[src/rtl/buffer_mac_reader_if.sv]
// Operand-buffer read ports plus the start/result handshake of the MAC reader.
// The slave modport is the reader; the master modport is the buffer and upstream/downstream side.
interface buffer_mac_reader_if #(
  parameter int unsigned DataWidth   = 8,
  parameter int unsigned BufferWidth = 2,
  parameter int unsigned AccWidth    = 2 * DataWidth + BufferWidth + 1
);
  logic                   start;
  logic [BufferWidth-1:0] base1;
  logic [BufferWidth-1:0] base2;
  logic [BufferWidth:0]   count;
  logic [BufferWidth-1:0] R_Addr1;
  logic [BufferWidth-1:0] R_Addr2;
  logic [DataWidth-1:0]   DataOut1;
  logic [DataWidth-1:0]   DataOut2;
  logic                   busy;
  logic [AccWidth-1:0]    result;
  logic                   valid;

  modport master (
    output start, base1, base2, count, DataOut1, DataOut2,
    input  R_Addr1, R_Addr2, busy, result, valid
  );

  modport slave (
    input  start, base1, base2, count, DataOut1, DataOut2,
    output R_Addr1, R_Addr2, busy, result, valid
  );
endinterface

[src/rtl/buffer_mac_reader.sv]
// Walks two read address streams through the operand buffer and accumulates the products of the
// returned word pairs into a dot product, announced with a one-cycle valid pulse.
module buffer_mac_reader #(
  parameter int unsigned DataWidth   = 8,
  parameter int unsigned BufferSize  = 4,
  parameter int unsigned BufferWidth = 2,
  parameter int unsigned AccWidth    = 2 * DataWidth + BufferWidth + 1
) (
  input logic                clk,
  input logic                reset,
  buffer_mac_reader_if.slave bus
);

  typedef enum logic {StIdle, StRun} state_e;

  state_e                 state_q;
  logic [BufferWidth-1:0] addr1_q;
  logic [BufferWidth-1:0] addr2_q;
  logic [BufferWidth:0]   remaining_q;
  logic [AccWidth-1:0]    acc_q;
  logic [AccWidth-1:0]    result_q;
  logic                   busy_q;
  logic                   valid_q;

  logic [2*DataWidth-1:0] product;
  logic [AccWidth-1:0]    acc_sum;

  assign product = (2 * DataWidth)'(bus.DataOut1) * (2 * DataWidth)'(bus.DataOut2);
  assign acc_sum = acc_q + AccWidth'(product);

  // Explicit wrap so non-power-of-two buffer sizes step BufferSize-1 -> 0.
  function automatic logic [BufferWidth-1:0] next_addr(input logic [BufferWidth-1:0] a);
    if (a == BufferWidth'(BufferSize - 1)) begin
      return '0;
    end
    return a + 1'b1;
  endfunction

  always_ff @(posedge clk) begin
    if (reset) begin
      state_q     <= StIdle;
      addr1_q     <= '0;
      addr2_q     <= '0;
      remaining_q <= '0;
      acc_q       <= '0;
      result_q    <= '0;
      busy_q      <= 1'b0;
      valid_q     <= 1'b0;
    end else begin
      unique case (state_q)
        StIdle: begin
          valid_q <= 1'b0;
          if (bus.start) begin
            if (bus.count != '0) begin
              addr1_q     <= bus.base1;
              addr2_q     <= bus.base2;
              acc_q       <= '0;
              remaining_q <= bus.count;
              busy_q      <= 1'b1;
              state_q     <= StRun;
            end else begin
              result_q <= '0;
              valid_q  <= 1'b1;
            end
          end
        end
        StRun: begin
          acc_q       <= acc_sum;
          addr1_q     <= next_addr(addr1_q);
          addr2_q     <= next_addr(addr2_q);
          remaining_q <= remaining_q - 1'b1;
          if (remaining_q == (BufferWidth + 1)'(1)) begin
            result_q <= acc_sum;
            valid_q  <= 1'b1;
            busy_q   <= 1'b0;
            state_q  <= StIdle;
          end
        end
        default: state_q <= StIdle;
      endcase
    end
  end

  assign bus.R_Addr1 = addr1_q;
  assign bus.R_Addr2 = addr2_q;
  assign bus.busy    = busy_q;
  assign bus.result  = result_q;
  assign bus.valid   = valid_q;

endmodule

[src/flat_wrapper.sv]
// flat-port wrapper written by rule: the top's interface ports become plain ports
module buffer_mac_reader_flat 
#(
  parameter int unsigned DataWidth   = 8,
  parameter int unsigned BufferSize  = 4,
  parameter int unsigned BufferWidth = 2,
  parameter int unsigned AccWidth    = 2 * DataWidth + BufferWidth + 1
)
  (clk, reset, bus_start, bus_base1, bus_base2, bus_count, bus_DataOut1, bus_DataOut2, bus_R_Addr1, bus_R_Addr2, bus_busy, bus_result, bus_valid);
  buffer_mac_reader_if #(.DataWidth(DataWidth), .BufferWidth(BufferWidth), .AccWidth(AccWidth)) bus_i ();
  input logic clk;
  input logic reset;
  input wire logic [$bits(bus_i.start)-1:0] bus_start;
  input wire logic [$bits(bus_i.base1)-1:0] bus_base1;
  input wire logic [$bits(bus_i.base2)-1:0] bus_base2;
  input wire logic [$bits(bus_i.count)-1:0] bus_count;
  input wire logic [$bits(bus_i.DataOut1)-1:0] bus_DataOut1;
  input wire logic [$bits(bus_i.DataOut2)-1:0] bus_DataOut2;
  output wire logic [$bits(bus_i.R_Addr1)-1:0] bus_R_Addr1;
  output wire logic [$bits(bus_i.R_Addr2)-1:0] bus_R_Addr2;
  output wire logic [$bits(bus_i.busy)-1:0] bus_busy;
  output wire logic [$bits(bus_i.result)-1:0] bus_result;
  output wire logic [$bits(bus_i.valid)-1:0] bus_valid;
  assign bus_i.start = bus_start;
  assign bus_i.base1 = bus_base1;
  assign bus_i.base2 = bus_base2;
  assign bus_i.count = bus_count;
  assign bus_i.DataOut1 = bus_DataOut1;
  assign bus_i.DataOut2 = bus_DataOut2;
  assign bus_R_Addr1 = bus_i.R_Addr1;
  assign bus_R_Addr2 = bus_i.R_Addr2;
  assign bus_busy = bus_i.busy;
  assign bus_result = bus_i.result;
  assign bus_valid = bus_i.valid;
  buffer_mac_reader #(.DataWidth(DataWidth), .BufferSize(BufferSize), .BufferWidth(BufferWidth), .AccWidth(AccWidth)) u_core (.clk(clk), .reset(reset), .bus(bus_i));
endmodule
[config.mk]
export PLATFORM = sky130hd
export DESIGN_NAME = buffer_mac_reader_flat
export DESIGN_NICKNAME = d
export VERILOG_FILES = /design/src/rtl/buffer_mac_reader_if.sv /design/src/rtl/buffer_mac_reader.sv /design/src/flat_wrapper.sv
export SDC_FILE = /design/constraint.sdc
export NUM_CORES = 1
export LEC_CHECK = 0
export BUFFER_PORTS_ARGS = -buffer_cell sky130_fd_sc_hd__buf_2
export CORE_MARGIN = 2
export CORE_UTILIZATION = 40
export DETAILED_ROUTE_END_ITERATION = 10
export GPL_TIMING_DRIVEN = 0
export MAX_ROUTING_LAYER = met4
export PLACE_DENSITY_LB_ADDON = 0.05
export RECOVER_POWER = 50
export SYNTH_ARGS = -nofsm -noshare
export SYNTH_HDL_FRONTEND = slang
export SYNTH_SLANG_ARGS = --single-unit
[constraint.sdc]
create_clock -name clk -period 5.31 [get_ports clk]
set_input_delay 0.2655 -clock clk [delete_from_list [all_inputs] [get_ports clk]]
set_output_delay 0.2655 -clock clk [all_outputs]
set_load 0.01 [all_outputs]
==> impl_results.rst <==
.. list-table::
   :header-rows: 1

   * - Metric
     - Value
   * - Outcome
     - completed
   * - Global-route congestion overflow total
     - 0
   * - Number of unique standard cell types used by synthesis
     - 54
   * - Hold/Removal Path Class
     - in2reg
   * - H-tree levels
     - 2
   * - Number of warnings reported in the yosys synthesis log
     - 0
   * - Kind of critical path
     - reg2reg
   * - HPWL reported at the end of detailed placement
     - 8950 um
   * - Clock Latency Late Sink
     - 0.29 ns
   * - Data required time of the worst path
     - 5.49 ns
   * - Final Max Tran Viols
     - 0
   * - Drt pass-1 iters
     - 4
   * - Combined buffer and inverter count along the critical path
     - 4
   * - Power consumption
     - 2.60 mW
   * - Die Outline Area
     - 0.0125 sq mm
   * - Clock Sink Count
     - 48
   * - Part of the total power dissipated in combinational logic
     - 0.669
   * - Via count of the first global-routing pass
     - 3737
   * - RSZ-0062 raised after global routing
     - no
   * - Post-synthesis instance area
     - around 0.0047 sq mm
   * - Top achievable clock speed
     - 233 MHz
   * - Startpoint of the lowest-slack register-to-register path
     - u_core.acc_q[6]
   * - Clk slew on worst S/H paths
     - around 0.070 ns
   * - Ports
     - between 50 and 60
   * - Wirelength, routed
     - around 11000 um
   * - Count of input and output buffers
     - between 40 and 50
   * - Post-CTS setup-driven buffer insertion count
     - 0
   * - Overall global routing resource usage
     - 0.191
   * - Effective utilization at floorplan
     - 0.408
   * - Storage cell area
     - around 960 sq um
   * - Final critical-path share of the clock period
     - 0.808
   * - Launch point of the critical path
     - u_core.acc_q[6]
   * - Vias after detailed routing
     - 3761
   * - Design internal power
     - roughly 1.3 mW
   * - Max clock buf depth
     - 2
   * - Number of inserted diodes
     - 0
   * - Gate Count Post-Synth
     - 554
   * - Layout cell share with drive strength beyond 1
     - 0.0772
   * - Clock network power share
     - 0.157
   * - Post-detailed-route DRC marker count
     - 0
   * - Horizontal die dimension
     - around 110 um
   * - Layout overhead on the synthesized area
     - 12.0%
   * - Crit-path slowest cell
     - fa_1
   * - Dominant register cell in the synthesized netlist
     - dfxtp_1
   * - Maximum VDD drop
     - about 220 uV
   * - Reg power frac
     - 0.174
   * - Per-instance average area after synthesis
     - 8.42 sq um
   * - Buffer cell driving the clock tree root
     - clkbuf_16
   * - Slew at the pin closest to its max-slew limit
     - 0.795 ns
   * - Share of async-settable or async-resettable flops after synthesis
     - 0
   * - Top-area cell type share of the netlist area
     - 0.215
   * - Synth top area cells
     - fa_1 21%, dfxtp_1 21%, ha_1 12%
   * - Sequential-to-total area share from yosys stat
     - 0.206
   * - Switching share of power
     - 0.483
   * - EDFF count, synth
     - 0
   * - Maximum capacitance violations
     - 0
   * - Final GP Congestion
     - 0.869
   * - Final sum of negative setup slack
     - 0 ns
   * - Max stage delay on crit path
     - 0.56 ns
   * - Avg WL per Cell
     - 14.5 um
   * - Switching component of the power
     - 1.26 mW
   * - Crit-path max FO
     - 4
   * - Multi-input gate area
     - ~0.0032 sq mm
   * - Hold Vio Cnt, Final
     - 0
   * - Ratio of total power to cell area
     - between 400 and 500 mW/mm^2
   * - Hold-fix buffers, CTS
     - 0
   * - Total of flip-flops plus latches after synthesis
     - 48
   * - Via/cell ratio
     - 5.00
   * - Cell taking the most area after synthesis
     - fa_1
   * - Rows
     - 39
   * - Nature of the critical path endpoint
     - register
   * - Final min period
     - 4.29 ns
   * - Most common cell in the synthesized netlist
     - inv_1
   * - CTS tree
     - yes
   * - Tightest hold margin
     - 0.267 ns
   * - Post-DRT Antenna Nets
     - 0
   * - Startpoint of the lowest-slack hold path
     - bus_count[2]
   * - Util after Layout
     - 0.457
   * - Number of clock buffers inserted by TritonCTS
     - 5
   * - Initial DRC Count
     - 195
   * - Worst-case clock skew
     - 0.00510 ns
   * - Fill cell total of the finished layout
     - 1177
   * - Pin count of the biggest net entering global routing
     - 15
   * - CORE AREA
     - approximately 0.011 sq mm
   * - Final setup vio count
     - 0
   * - Resized Gates After CTS
     - 0
   * - Cells along the critical path
     - inv_1 > fa_1 > inv_1 > fa_1 > inv_1 > fa_1 > fa_1 > inv_1 > ha_1 > and3_1 > a221oi_1 > o21ai_1 > xor2_1 > a32o_1
   * - Leading post-synthesis cells by instance count
     - 100 x inv_1, 71 x nand2_1, 50 x fa_1, 48 x dfxtp_1, 45 x ha_1
   * - Global-route wire length before repair
     - 19100 um
   * - CP top delay family
     - adder cells
   * - Height of the die
     - 112 um
   * - Static leakage
     - 2.49 nW
   * - Initial antenna violation count
     - 0
   * - Endpoint arrival time on the critical path
     - 4.48 ns
   * - Synthesized Nets
     - 675
   * - Max-slew headroom at the worst pin
     - 0.465
   * - Category of the worst setup path launch point
     - register
   * - Final #Nets
     - 730
worst paths after layout:
path	end	slack, ns	depth (start not counted)
setup reg to reg	u_core.bus.result[11]	1.02	14
setup / recovery	u_core.bus.result[11]	1.02	14
hold / removal	u_core.remaining_q[2]	0.27	3
hold reg to reg	u_core.bus.result[2]	0.46	2
tightest hold or removal path, cell delays in order:
cell,delay (ns)
buf_2,0.12
a211oi_1,0.07
nor2_1,0.08
state kept, by name, summed over array words and instances (netlist names):
signal              flops
u_core.acc_q           19
u_core.bus.result      19
u_core.remaining_q      3
u_core.bus.R_Addr1      2
u_core.bus.R_Addr2      2
u_core.bus.busy         1
u_core.bus.valid        1
u_core.state_q          1
stage by stage:
stage | instance area [sq um] | instances | setup slack, ns
CTS | 5270 | 752 | 0.996
detailed placement | 5080 | 745 | 0.741
floorplan | 4660 | 554 | 1.15
finish | 5220 | 752 | 1.02
global placement | 5080 | 745 | 0.747
global route | 5220 | 752 | 0.770
per-layer routing:
| metal | track usage | part of all wire |
|---|---|---|
| met5 | - | 0 |
| met4 | 0.0407 | 0.0096 |
| met3 | 0.0191 | 0.037 |
| met2 | 0.296 | 0.45 |
| met1 | 0.273 | 0.50 |
logic make-up (layout without fill, tap and decap cells):
| logic type | after synthesis | after routing | synth area share |
|---|---|---|---|
| XOR/XNOR | 9 | 9 | 0.0169 |
| AO/OA/AOI/OAI | 94 | 94 | 0.142 |
| AND/OR/NAND/NOR | 184 | 184 | 0.188 |
| buffers and inverters | 120 | 175 | 0.103 |
| adder cells (fa/ha/maj) | 95 | 95 | 0.335 |
| multiplexers | 4 | 4 | 0.00859 |
| flip-flops | 48 | 48 | 0.206 |
power groups by stage:
stage               Clock (mW)  Combinational (mW)  Sequential (mW)
CTS                      0.416                1.77            0.452
floorplan                    0                1.34            0.450
global route             0.427                2.02            0.459
finish                   0.407                1.74            0.453
detailed placement           0                1.75            0.460
global placement             0                1.76            0.458
cells in the final DEF, fill, tap and decap left out, types with 2 or more instances in the layout:
cell       Yosys  layout
a21oi_1       32      32
nand3_1       15      15
xnor2_1        5       5
clkbuf_1       9      40
nor3_1         4       4
clkbuf_16      0       5
o31ai_1        2       2
bufinv_16      0       2
a21o_1         5       5
a211oi_1       5       5
mux2i_1        4       4
o21a_1         4       4
a32o_1         4       4
fa_1          50      50
nand4_1        2       2
a211o_1        2       2
dfxtp_1       48      48
or3_1          3       3
buf_4          4       3
a311o_1        2       2
a21oi_2        4       4
nand3b_1       2       2
a22o_1         3       3
o21ai_0        7       7
o211ai_1       2       2
nor2_1        35      35
xor2_1         4       4
buf_2          4      24
nand2_1       71      71
nand2b_1       2       2
and3_1         6       6
inv_1        100     100
a22oi_1        8       8
nor4_1         2       2
ha_1          45      45
and2_1        36      36
o21ai_1        4       4
final cells by class:
| cell class | instances | share of cell area |
|---|---|---|
| multi-input combinational | 386 | 0.617 |
| sequential | 48 | 0.184 |
| inverter | 100 | 0.0719 |
| timing repair buffer | 48 | 0.0398 |
| tap | 143 | 0.0343 |
| clock buffer | 5 | 0.0240 |
| buffer | 20 | 0.0173 |
| clock inverter | 2 | 0.0115 |
No activity file was read; power rests on OpenSTA's default activity.
